--- src/rtl/pipe_pkg.sv ---
// Shared constants for the instruction-fetch stage: pcsource encodings, bubble word,
// IF state encoding and a word-alignment helper.
package pipe_pkg;

    localparam logic [1:0] PCSRC_SEQ = 2'b00;
    localparam logic [1:0] PCSRC_BR  = 2'b01;
    localparam logic [1:0] PCSRC_JR  = 2'b10;
    localparam logic [1:0] PCSRC_J   = 2'b11;

    localparam logic [31:0] PIPE_NOP_INST = 32'h0000_0000;

    localparam logic [1:0] IF_FETCH = 2'd0;
    localparam logic [1:0] IF_HOLD  = 2'd1;
    localparam logic [1:0] IF_DROP  = 2'd2;

    function automatic logic [31:0] word_align(input logic [31:0] a);
        return {a[31:2], 2'b00};
    endfunction

endpackage

--- src/rtl/pipe_if_npc_mux.sv ---
// Combinational next-PC select over pc+4 / branch / register / jump targets.
// Redirect targets are word-aligned so the PC never carries low-order bits.
module npc_mux
    import pipe_pkg::*;
(
    input  logic [1:0]  pcsource,
    input  logic [31:0] pc4,
    input  logic [31:0] bpc,
    input  logic [31:0] rpc,
    input  logic [31:0] jpc,
    output logic [31:0] npc
);

    always_comb begin
        npc = pc4;
        case (pcsource)
            PCSRC_SEQ: npc = pc4;
            PCSRC_BR:  npc = word_align(bpc);
            PCSRC_JR:  npc = word_align(rpc);
            PCSRC_J:   npc = word_align(jpc);
            default:   npc = pc4;
        endcase
    end

endmodule

--- src/rtl/pipe_if.sv ---
// Instruction-fetch stage: owns the PC, fetches over a req/ready handshake and feeds
// the IF/ID register, with a one-entry hold buffer for ID stalls and drop of wrong-path responses.
module pipe_if
    import pipe_pkg::*;
#(
    parameter logic [31:0] RESET_PC = 32'h0000_0000,
    parameter logic [31:0] NOP_INST = PIPE_NOP_INST
) (
    input  logic        clk,
    input  logic        clrn,
    input  logic        stall,
    input  logic [1:0]  pcsource,
    input  logic [31:0] bpc,
    input  logic [31:0] rpc,
    input  logic [31:0] jpc,
    output logic        imem_req,
    output logic [31:0] imem_addr,
    input  logic [31:0] imem_rdata,
    input  logic        imem_ready,
    output logic [31:0] IDinst,
    output logic [31:0] IDpc4,
    output logic        IDvalid,
    output logic [1:0]  if_state
);

    // Handshake: imem_req/imem_addr are held stable until a cycle with imem_ready=1,
    // which is the single cycle in which the request and its imem_rdata complete.
    logic [1:0]  state;
    logic [31:0] pc;
    logic [31:0] pc4;
    logic [31:0] npc;
    logic [31:0] buf_inst;
    logic [31:0] buf_pc4;
    logic [31:0] old_addr;
    logic        redirect;

    assign pc4      = pc + 32'd4;
    assign redirect = (pcsource != PCSRC_SEQ) && !stall;

    npc_mux u_npc_mux (
        .pcsource (pcsource),
        .pc4      (pc4),
        .bpc      (bpc),
        .rpc      (rpc),
        .jpc      (jpc),
        .npc      (npc)
    );

    assign imem_req  = clrn && (state != IF_HOLD);
    assign imem_addr = (state == IF_DROP) ? old_addr : pc;
    assign if_state  = state;

    always_ff @(posedge clk or negedge clrn) begin
        if (!clrn) begin
            state    <= IF_FETCH;
            pc       <= word_align(RESET_PC);
            IDinst   <= NOP_INST;
            IDpc4    <= 32'd0;
            IDvalid  <= 1'b0;
            buf_inst <= 32'd0;
            buf_pc4  <= 32'd0;
            old_addr <= 32'd0;
        end else begin
            case (state)
                IF_FETCH: begin
                    if (redirect) begin
                        pc      <= npc;
                        IDinst  <= NOP_INST;
                        IDvalid <= 1'b0;
                        // An outstanding request must still complete before the new PC is issued.
                        if (!imem_ready) begin
                            old_addr <= pc;
                            state    <= IF_DROP;
                        end
                    end else if (imem_ready && !stall) begin
                        IDinst  <= imem_rdata;
                        IDpc4   <= pc4;
                        IDvalid <= 1'b1;
                        pc      <= pc4;
                    end else if (imem_ready) begin
                        buf_inst <= imem_rdata;
                        buf_pc4  <= pc4;
                        pc       <= pc4;
                        state    <= IF_HOLD;
                    end else if (!stall) begin
                        IDinst  <= NOP_INST;
                        IDvalid <= 1'b0;
                    end
                end
                IF_HOLD: begin
                    if (!stall) begin
                        if (redirect) begin
                            pc      <= npc;
                            IDinst  <= NOP_INST;
                            IDvalid <= 1'b0;
                        end else begin
                            IDinst  <= buf_inst;
                            IDpc4   <= buf_pc4;
                            IDvalid <= 1'b1;
                        end
                        state <= IF_FETCH;
                    end
                end
                IF_DROP: begin
                    if (redirect) begin
                        pc <= npc;
                    end
                    if (!stall) begin
                        IDinst  <= NOP_INST;
                        IDvalid <= 1'b0;
                    end
                    if (imem_ready) begin
                        state <= IF_FETCH;
                    end
                end
                default: state <= IF_FETCH;
            endcase
        end
    end

endmodule

--- config.mk ---
export PLATFORM = sky130hd
export DESIGN_NAME = pipe_if
export DESIGN_NICKNAME = d
export VERILOG_FILES = /design/src/rtl/pipe_pkg.sv /design/src/rtl/pipe_if_npc_mux.sv /design/src/rtl/pipe_if.sv
export SDC_FILE = /design/constraint.sdc
export NUM_CORES = 1
export LEC_CHECK = 0
export CORE_ASPECT_RATIO = 0.6
export CORE_UTILIZATION = 51
export CTS_CLUSTER_DIAMETER = 120
export DETAILED_ROUTE_END_ITERATION = 16
export GPL_ROUTABILITY_DRIVEN = 0
export PLACE_DENSITY = 0.83
export REMOVE_ABC_BUFFERS = 1
export SETUP_SLACK_MARGIN = 0.1
export SYNTH_ARGS = -nofsm -noshare
export SYNTH_HDL_FRONTEND = slang
export SYNTH_SLANG_ARGS = --single-unit
--- constraint.sdc ---
create_clock -name clk -period 2.73 [get_ports clk]
set_input_delay 0.273 -clock clk [delete_from_list [all_inputs] [get_ports clk]]
set_output_delay 0.273 -clock clk [all_outputs]
set_load 0.005 [all_outputs]
### Word-level counts from Yosys, hierarchy flattened

Cells that the tools add are included.
Widths: inputs -> output; s select.

| word-level totals | value |
|---|---|
| memory bits (writable) | 0 |
| latch bits | 0 |
| bits of input ports | 134 |
| bits in read-only memories | 0 |
| output and inout port bits | 100 |
| register bits after elaboration | 195 |
| memories | 0 |
| logic and storage cells | 77 |

| operators by class | value |
|---|---|
| add/sub/neg operators | 1 |
| reduce and logical (&&, ||, !) cells | 15 |
| equality and inequality tests | 16 |
| divide/modulo/power cells | 0 |
| $mul | 0 |
| shift operators | 0 |
| bitwise logic cells | 3 |
| magnitude comparators | 0 |
| mux-type cells | 34 |

Operators with widths:

| cell | number |
|---|---|
| $mux 32 | 16 |
| $pmux 32 s3 | 2 |
| $pmux 32 s4 | 1 |
| $pmux 32 s2 | 1 |
| $add 32x3->32 const B | 1 |
| $mux 2 | 6 |
| $ne 2x2->1 const B | 5 |
| $reduce_and 5->1 | 2 |
| $ne 3x3->1 const B | 3 |
| $reduce_and 3->1 | 3 |
| $ne 4x4->1 const B | 2 |
| $eq 2x2->1 const B | 3 |
| $mux 1 | 6 |
| $pmux 2 s3 | 1 |
| $eq 2x1->1 const B | 2 |
| $logic_not 2->1 | 2 |
| $reduce_and 4->1 | 1 |
| $reduce_bool 2->1 | 2 |
| $logic_and 1x1->1 | 3 |
| $not 1->1 | 3 |
| $pmux 1 s3 | 1 |
| $reduce_bool 3->1 | 1 |
| $ne 2x1->1 const B | 1 |
| $logic_not 1->1 | 1 |

### Depth between registers and ports, before layout

Gate-level depths: netlist (run 1).

| depth | value |
|---|---|
| depth in word-level cells | 5 |
| gate-level depth with buffers | 10 |
| depth with buffers taken out | 7 |

### Modules after synthesis

A second synthesis (run 1) with hierarchy kept.

| unflattened totals | value |
|---|---|
| cell total of the unflattened synthesis | 914 |
| area total of the unflattened synthesis | 10,116.0 um^2 |

By module, submodules not included:

| module | cells each | times used | seq. area each (um^2) | area an instance (um^2) |
|---|---|---|---|---|
| pipe_if | 875 | 1 | 4,879.7 | 9,331.4 |
| npc_mux | 39 | 1 | 0.0 | 784.5 |

### Worst setup path before layout (run 1)

Ideal clock, no wire load.

| timing | value |
|---|---|
| path type | reg-to-reg |
| start point | reg state[1] (netlist: if_state[1]) |
| end point | reg IDpc4[12] |
| arrival time | 1.986 ns |
| period minus slack after synthesis | 2.111 ns |
| setup time | 0.125 ns |
| data required time | 2.605 ns |
| slack | 0.619 ns |
| path buffers | 2 |
| cell stages (with the launch flop) | 8 |
| cells stage by stage | dfrtp_1 -> inv_1 -> ha_1 -> buf_2 -> nand2b_4 -> a2111oi_4 -> clkbuf_1 -> mux2_2 |

| between the ends | value |
|---|---|
| word-level cells in the longest chain between the ends | 3 |
| elaborated cells between the ends (all ways) | 9 |
| those cells by class | 5 x eq/ne; 1 x mux; 3 x reduce/logical |

RTL lines:

| item | line | RTL |
|---|---|---|
| start, declared | pipe_if.sv:28 | `logic [1:0] state;` |
| start signal, assigned | pipe_if.sv:55 | `state <= IF_FETCH;` |
| start signal, assigned | pipe_if.sv:73 | `state <= IF_DROP;` |
| start signal, assigned | pipe_if.sv:84 | `state <= IF_HOLD;` |
| $eq 2x1->1 or $logic_not 2->1 (tied branches) | pipe_if.sv:64 | `case (state)` |
| $ne 2x2->1 (no source line) or $reduce_bool 2->1 (tied branches) | n/a |  |
| $reduce_and 5->1 (no source line) | n/a |  |
| end signal, assigned | pipe_if.sv:77 | `IDpc4 <= pc4;` |
| end signal, assigned | pipe_if.sv:98 | `IDpc4 <= buf_pc4;` |
| end, declared | pipe_if.sv:21 | `output logic [31:0] IDpc4,` |

Parallel ways exist; a longest one is shown, timed or not.
A chain may end at the register's enable or synchronous reset.

### Final worst setup path (run 1)

| timing | value |
|---|---|
| start point | reg state[0] (netlist: if_state[0]) |
| end point | out imem_addr[30] |

| between the ends | value |
|---|---|
| word-level cells in the longest chain between the ends | 2 |

RTL lines:

| item | line | RTL |
|---|---|---|
| $eq 2x2->1 | pipe_if.sv:50 | `assign imem_addr = (state == IF_DROP) ? old_addr : pc;` |
| $mux 32 | pipe_if.sv:50 |  |
| end, declared | pipe_if.sv:17 | `output logic [31:0] imem_addr,` |

Every way passes these cells.

==> results of run 1 <==
-- metal layers --
layer | track usage, % | share of wire, % | vias up | wire length (um)
li1 | - | - | 3903 | -
met1 | 42.1 | 45 | 4278 | 13300
met2 | 45.1 | 44 | 393 | 12900
met3 | 8.41 | 9.7 | 35 | 2880
met4 | 7.17 | 1.4 | 2 | 419
met5 | 0 | 0.044 | - | 13
-- registers in the layout, summed over array words and instances (netlist names) --
name,count
old_addr,32
IDpc4,32
IDvalid,1
buf_pc4,32
IDinst,32
buf_inst,32
if_state,2
pc,32
-- repair_timing --
item | 4_1_cts | 5_1_grt
gates resized for setup | 0 | 4
hold buffers | 1 | 0
setup buffers | 0 | 0
hold endpoints to repair | 33 | 0
endpoints found under the setup margin | 0 | 7
-- cell type report --
cell class / instances / area share, %
sequential: 195 / 36.4
clock inverter: 15 / 1.34
clock buffer: 17 / 3.18
tap: 266 / 2.48
inverter: 15 / 0.420
multi-input combinational: 651 / 36.0
timing repair buffer: 268 / 20.1
-- worst min-delay path by stage --
stage	start	end	cells after the start
2_1_floorplan	clrn	IDinst[0]	0
3_3_place_gp	clrn	old_addr[22]	1
3_5_place_dp	clrn	old_addr[22]	1
4_1_cts	clrn	old_addr[19]	2
5_1_grt	clrn	old_addr[19]	2
6_report	clrn	old_addr[19]	2
-- cell usage in the layout (no fill, tap or decap), types with 6 or more instances in the layout --
| master | n |
|---|---|
| a31oi_1 | 12 |
| and3_1 | 21 |
| a221o_1 | 11 |
| o21ai_0 | 73 |
| mux2_2 | 122 |
| a221oi_1 | 13 |
| nor3_1 | 12 |
| nand4_1 | 10 |
| clkdlybuf4s50_1 | 224 |
| mux2i_1 | 7 |
| o2bb2ai_1 | 33 |
| a21o_1 | 7 |
| a211oi_1 | 6 |
| inv_1 | 14 |
| dfrtp_1 | 195 |
| nor2b_1 | 6 |
| o22a_1 | 9 |
| a22oi_1 | 33 |
| clkbuf_16 | 18 |
| xnor2_1 | 8 |
| buf_4 | 30 |
| nand2_1 | 85 |
| buf_12 | 8 |
| o21a_1 | 6 |
| a21oi_1 | 41 |
| nor2_1 | 21 |
| nand3_1 | 22 |
| xor2_1 | 14 |
| a2bb2oi_1 | 13 |
-- power groups by stage --
stage | clock (uW) | combinational, uW | sequential, uW
2_1_floorplan | 0 | 3270 | 4990
3_3_place_gp | 0 | 6060 | 5110
3_5_place_dp | 0 | 6240 | 5210
4_1_cts | 2590 | 6280 | 5180
5_1_grt | 2710 | 6910 | 5370
6_report | 2560 | 6360 | 5210
-- through the flow --
step	instances	cell area (um2)	power, uW
3_3_place_gp	1393	12700	11200
5_1_grt	1427	13400	15000
6_report	1427	13400	14100
3_5_place_dp	1393	12700	11400
2_1_floorplan	861	9710	8260
4_1_cts	1426	13400	14000
-- kinds of logic (layout without fill, tap and decap cells) --
group | after synthesis | after routing
xor+xnor | 22 | 22
fa+ha+maj | 5 | 5
mux | 129 | 129
buf+inv | 100 | 315
flops | 195 | 195
compound gates | 279 | 279
simple gates | 216 | 216
==> results by group, run 1 <==
Outcome
  • Status: completed

Route
  • Residual DRC: 0
  • Post-DRT Antenna Nets: 0
  • Via/cell ratio: 6.03
  • Routed WL per cell: 20.7 um
  • Drt first-iter violations: 927
  • Detailed Routing Iterations Pass 1: 5
  • Vias after detailed routing: 8611
  • Routed WL: 29600 um

Power and ir drop
  • Net Sw Frac: 37.4%
  • Pwr/cell area: 1050 nW/um2
  • Combinational cell fraction of total power: 45.0%
  • Switching pwr: 5280 uW
  • Peak VDD IR: 0.000646 V
  • Sequential power share: 36.9%
  • Clock share of power: 18.1%
  • Pint: 8840 uW
  • Pleak: 0.00554 uW

STA
  • Slew @ Worst Pin: 0.993 ns
  • Hold Fails Final Rpt: 0
  • Setup WS post-layout: 0.186 ns
  • Max-slew headroom: 33.5%
  • Minimum clock period: 2.54 ns
  • Worst Clk Skew: 0.0113 ns
  • Hold Slack: 0.311 ns
  • Count of final max-slew check failures: 0
  • Final setup fails: 0
  • Fin Setup TNS: 0 ns
  • Final worst-path cycle share: 93.2%
  • Fmax achieved: 0.393 GHz
  • Unrepaired setup endpoints after global routing: true

Cells and area
  • Register area: 4880 um2
  • Fill count: 1434
  • # diodes: 0
  • Area of the multi-input gates: 4830 um2
  • Synth-to-layout area growth: 33.0%
  • Layout Utilization: 69.9%
  • Final #Nets: 1287
  • Share of cells above drive strength 1: 18.6%

Floorplan
  • Initial core utilization: 52.5%
  • Chip Width: 183 um
  • Core area: 19200 um2
  • Chip height: 111 um
  • IO Pins: 234
  • Die area: 20300 um2
  • Site Rows: 39

Place
  • HPWL Detailed: 20200 um
  • Pre-CTS setup slack: 0.384 ns
  • # port buffers: 227

Synth
  • Compound-Gate Fraction of Synth Area: 19.1%
  • Post-synth top area share: 48.4%
  • Post-synth ARST share: 100%
  • Adder-Cell Fraction of Synth Area: 0.621%
  • Post-synthesis cell area: 10100 um2
  • Most frequent cell after synthesis: dfrtp_1
  • Post-synth EDFFs: 0
  • Xor/xnor cell area share of the yosys netlist: 1.91%
  • Number of library cell types mapped by synthesis: 57
  • Synth Instances: 946
  • Sequential share of the synthesized area: 48.4%
  • Commonest cells in the netlist: 195 x dfrtp_1, 122 x mux2_2, 85 x nand2_1, 74 x o21ai_0, 50 x clkbuf_1
  • FF+latch count, synth: 195
  • Largest family of logic cells by synthesized area: compound AO/OA/AOI/OAI gates
  • Multiplexer share of the synthesized area: 14.3%
  • Yosys Warn Count: 0
  • Synth top area cells: dfrtp_1 48%, mux2_2 14%, o21ai_0 3.7%
  • Cell taking the most area after synthesis: dfrtp_1
  • Simple-gate portion of the synthesized area: 11.3%
  • Post-Syn Area per Cell: 10.7 um2
  • Dominant synthesized flop cell: dfrtp_1

CTS
  • Reg clk slew, reported paths: 0.08 ns
  • Num CTS Buffers: 17
  • Root buffer selected by CTS: clkbuf_16
  • CTS H-tree lvls: 4
  • Clock Sinks: 195
  • CTS tree: done
  • Clk buf depth: 2
  • Clk Latency, worst-skew pair: 0.44 ns

Setup path
  • Critical Path Sink Type: output port
  • CP max stage delay: 0.58 ns
  • Worst reg2reg endpoint: pc[14]
  • Reg2Reg Setup Slack: 0.28 ns
  • Critical Path RT: 2.46 ns
  • Slowest-stage cell, CP: clkdlybuf4s50_1
  • Crit Path Class: flip-flop to output port
  • CP Depth: 5
  • Crit-path leading delay family: buffers and inverters
  • Crit path from: if_state[0]
  • Worst flop-to-flop path startpoint: if_state[1]
  • Worst-path cell chain: inv_2 -> ha_4 -> clkbuf_16 -> o21ai_0 -> clkdlybuf4s50_1
  • Worst Path Arrival: 2.27 ns
  • Worst setup SP type: flip-flop
  • Crit-path max FO: 19
  • Crit path buffers/inverters: 3
  • Worst-case reg-to-reg path depth: 8
  • Setup crit end: imem_addr[30]

Global routing
  • Pin count of the biggest net entering global routing: 100
  • Vias in the first global route: 8780
  • Gr usage total: 29.7%
  • Gr ovfl total: 0
  • First-pass GRT wire length: 47300 um
  • Initial antenna violation count: 1

Flow run
  • Maxcap violations: 0

Min path
  • Hold Crit Class: primary input to asynchronous set/reset pin
Note: power is estimated with default switching activity, not from simulation.
==> run 2: changes to the inputs <==
--- a/config.mk
+++ b/config.mk
@@ -11,7 +11,6 @@
 export DETAILED_ROUTE_END_ITERATION = 16
 export GPL_ROUTABILITY_DRIVEN = 0
 export PLACE_DENSITY = 0.83
-export REMOVE_ABC_BUFFERS = 1
 export SETUP_SLACK_MARGIN = 0.1
 export SYNTH_ARGS = -nofsm -noshare
 export SYNTH_HDL_FRONTEND = slang
==> constraint.sdc (replaced) <==
create_clock -name clk -period 2.73 [get_ports clk]
set_input_delay 0.273 -clock clk [delete_from_list [all_inputs] [get_ports clk]]
set_output_delay 0.273 -clock clk [all_outputs]
set_load 0.1 [all_outputs]
==> results by group, run 2 (synthesized netlist as in run 1, its figures left out) <==
Place
  • HPWL Detailed: 20400 um
  • Placed cell areas: 12900 um2
  • Pre-CTS setup slack: 0.349 ns
  • # port buffers: 227

Setup path
  • Worst setup SP type: flip-flop
  • Slowest-stage cell, CP: buf_4
  • Reg2Reg Setup Slack: 0.27 ns
  • Worst Path Arrival: 2.81 ns
  • Crit-path leading delay family: compound AO/OA/AOI/OAI gates
  • Critical Path RT: 3.08 ns
  • Critical Path Sink Type: flip-flop
  • CP max stage delay: 0.48 ns
  • Crit Path Class: flip-flop to flip-flop
  • Worst-path cell chain: inv_1 -> ha_1 -> nand2b_1 -> o21ai_4 -> buf_4 -> a221o_1 -> o31ai_1 -> a2bb2oi_1
  • Crit path buffers/inverters: 2
  • Crit-path max FO: 35

STA
  • Worst Clk Skew: 0.0105 ns
  • Final setup fails: 0
  • Fin Setup TNS: 0 ns
  • Max-slew headroom: 50.1%
  • Setup WS post-layout: 0.266 ns
  • Fmax achieved: 0.406 GHz
  • Unrepaired setup endpoints after global routing: false
  • Final worst-path cycle share: 90.2%
  • Count of final max-slew check failures: 0
  • Hold Slack: 0.425 ns
  • Hold Fails Final Rpt: 0
  • Slew @ Worst Pin: 0.746 ns
  • Minimum clock period: 2.46 ns

Route
  • Routed WL: 28800 um
  • Vias after detailed routing: 8670
  • Post-DRT Antenna Nets: 0
  • Routed WL per cell: 20.1 um
  • Drt first-iter violations: 782
  • Residual DRC: 0
  • Detailed Routing Iterations Pass 1: 5
  • Via/cell ratio: 6.07

Synth
  • Post-synthesis net count: 1085

Floorplan
  • Chip height: 111 um
  • Core area: 19200 um2
  • Die area: 20300 um2
  • IO Pins: 234
  • Site Rows: 39
  • Initial core utilization: 52.5%
  • Chip Width: 183 um

CTS
  • CTS tree: done
  • Clk buf depth: 2
  • CTS H-tree lvls: 4
  • Clk Latency, worst-skew pair: 0.43 ns
  • Clock Sinks: 195
  • # resized after CTS: 0
  • Reg clk slew, reported paths: 0.07 ns
  • Root buffer selected by CTS: clkbuf_16
  • Num CTS Buffers: 17

Cells and area
  • Commonest cells after routing, fill and taps aside: 193 x dfrtp_1, 124 x clkdlybuf4s50_1, 122 x mux2_2
  • Design area: 13600 um2
  • # diodes: 0
  • Most common cell after layout, fill and taps aside: dfrtp_1
  • Share of cells above drive strength 1: 27.7%
  • Synth-to-layout area growth: 34.5%
  • Final #Nets: 1288

Global routing
  • Vias in the first global route: 8682
  • Gr usage total: 29.5%
  • Initial antenna violation count: 0
  • Pin count of the biggest net entering global routing: 68
  • First-pass GRT wire length: 46800 um
  • Gr ovfl total: 0

Outcome
  • Status: completed

Min path
  • Hold Crit Class: primary input to asynchronous set/reset pin

Flow run
  • Maxcap violations: 0
[run 2: cell types whose count changed in the layout (fill, tap and decap cells not counted), sizes merged]
cell | before | now
inv | 23 | 16
clkinvlp | 0 | 4
clkdlybuf4s50 | 224 | 124
clkinv | 6 | 5
bufinv | 1 | 3
buf | 41 | 143
clkbuf | 19 | 20
[run 2: worst paths after layout]
kind,from,cells past startpoint,endpoint
max,if_state[1],8,pc[25]
min,clrn,2,old_addr[1]
max reg2reg,if_state[1],8,pc[25]
min reg2reg,buf_pc4[21],2,buf_pc4[21]
max in group asynchronous,clrn,3,IDpc4[30]
min in group clk,buf_pc4[21],2,buf_pc4[21]
[run 2: stage by stage]
step	utilization [%]	cells
after floorplan	-	946
after CTS	70.7	1428
after global routing	70.7	1428
after global placement	67.5	1395
after detailed placement	67.5	1395
final	70.7	1428
[run 2: area by class of cell]
class | instances | area, um2
fillers | 1385 | 5620
multi-input cells | 651 | 4870
inverters | 15 | 56.3
well taps | 266 | 333
repair buffers | 269 | 2810
clock buffers | 19 | 443
clock inverters | 13 | 158
flip-flops and latches | 195 | 4880
[run 2: routing by layer]
metal	part of all wire [%]	global-route usage [%]
met4	1.7	8.44
met2	45	44.2
met5	0	0
met1	45	42.5
met3	8.4	7.16
[run 2: timing repair]
item / in CTS / in global routing
setup buffers: 0 / 0
hold endpoints to repair: 63 / 0
hold buffers: 1 / 0
Power of run 2 is not shown: default switching activity piles up to over one toggle a cycle in this logic, so the estimate is an artifact.
==> run 3: changes to the inputs <==
--- a/config.mk
+++ b/config.mk
@@ -12,6 +12,7 @@
 export GPL_ROUTABILITY_DRIVEN = 0
 export PLACE_DENSITY = 0.83
 export SETUP_SLACK_MARGIN = 0.1
+export SLEW_MARGIN = 20
 export SYNTH_ARGS = -nofsm -noshare
 export SYNTH_HDL_FRONTEND = slang
 export SYNTH_SLANG_ARGS = --single-unit
==> results of run 3 <==
Same layout as run 2: the final DEF is identical, and so are final timing and power.
Power of run 3 is left out for the same reason.
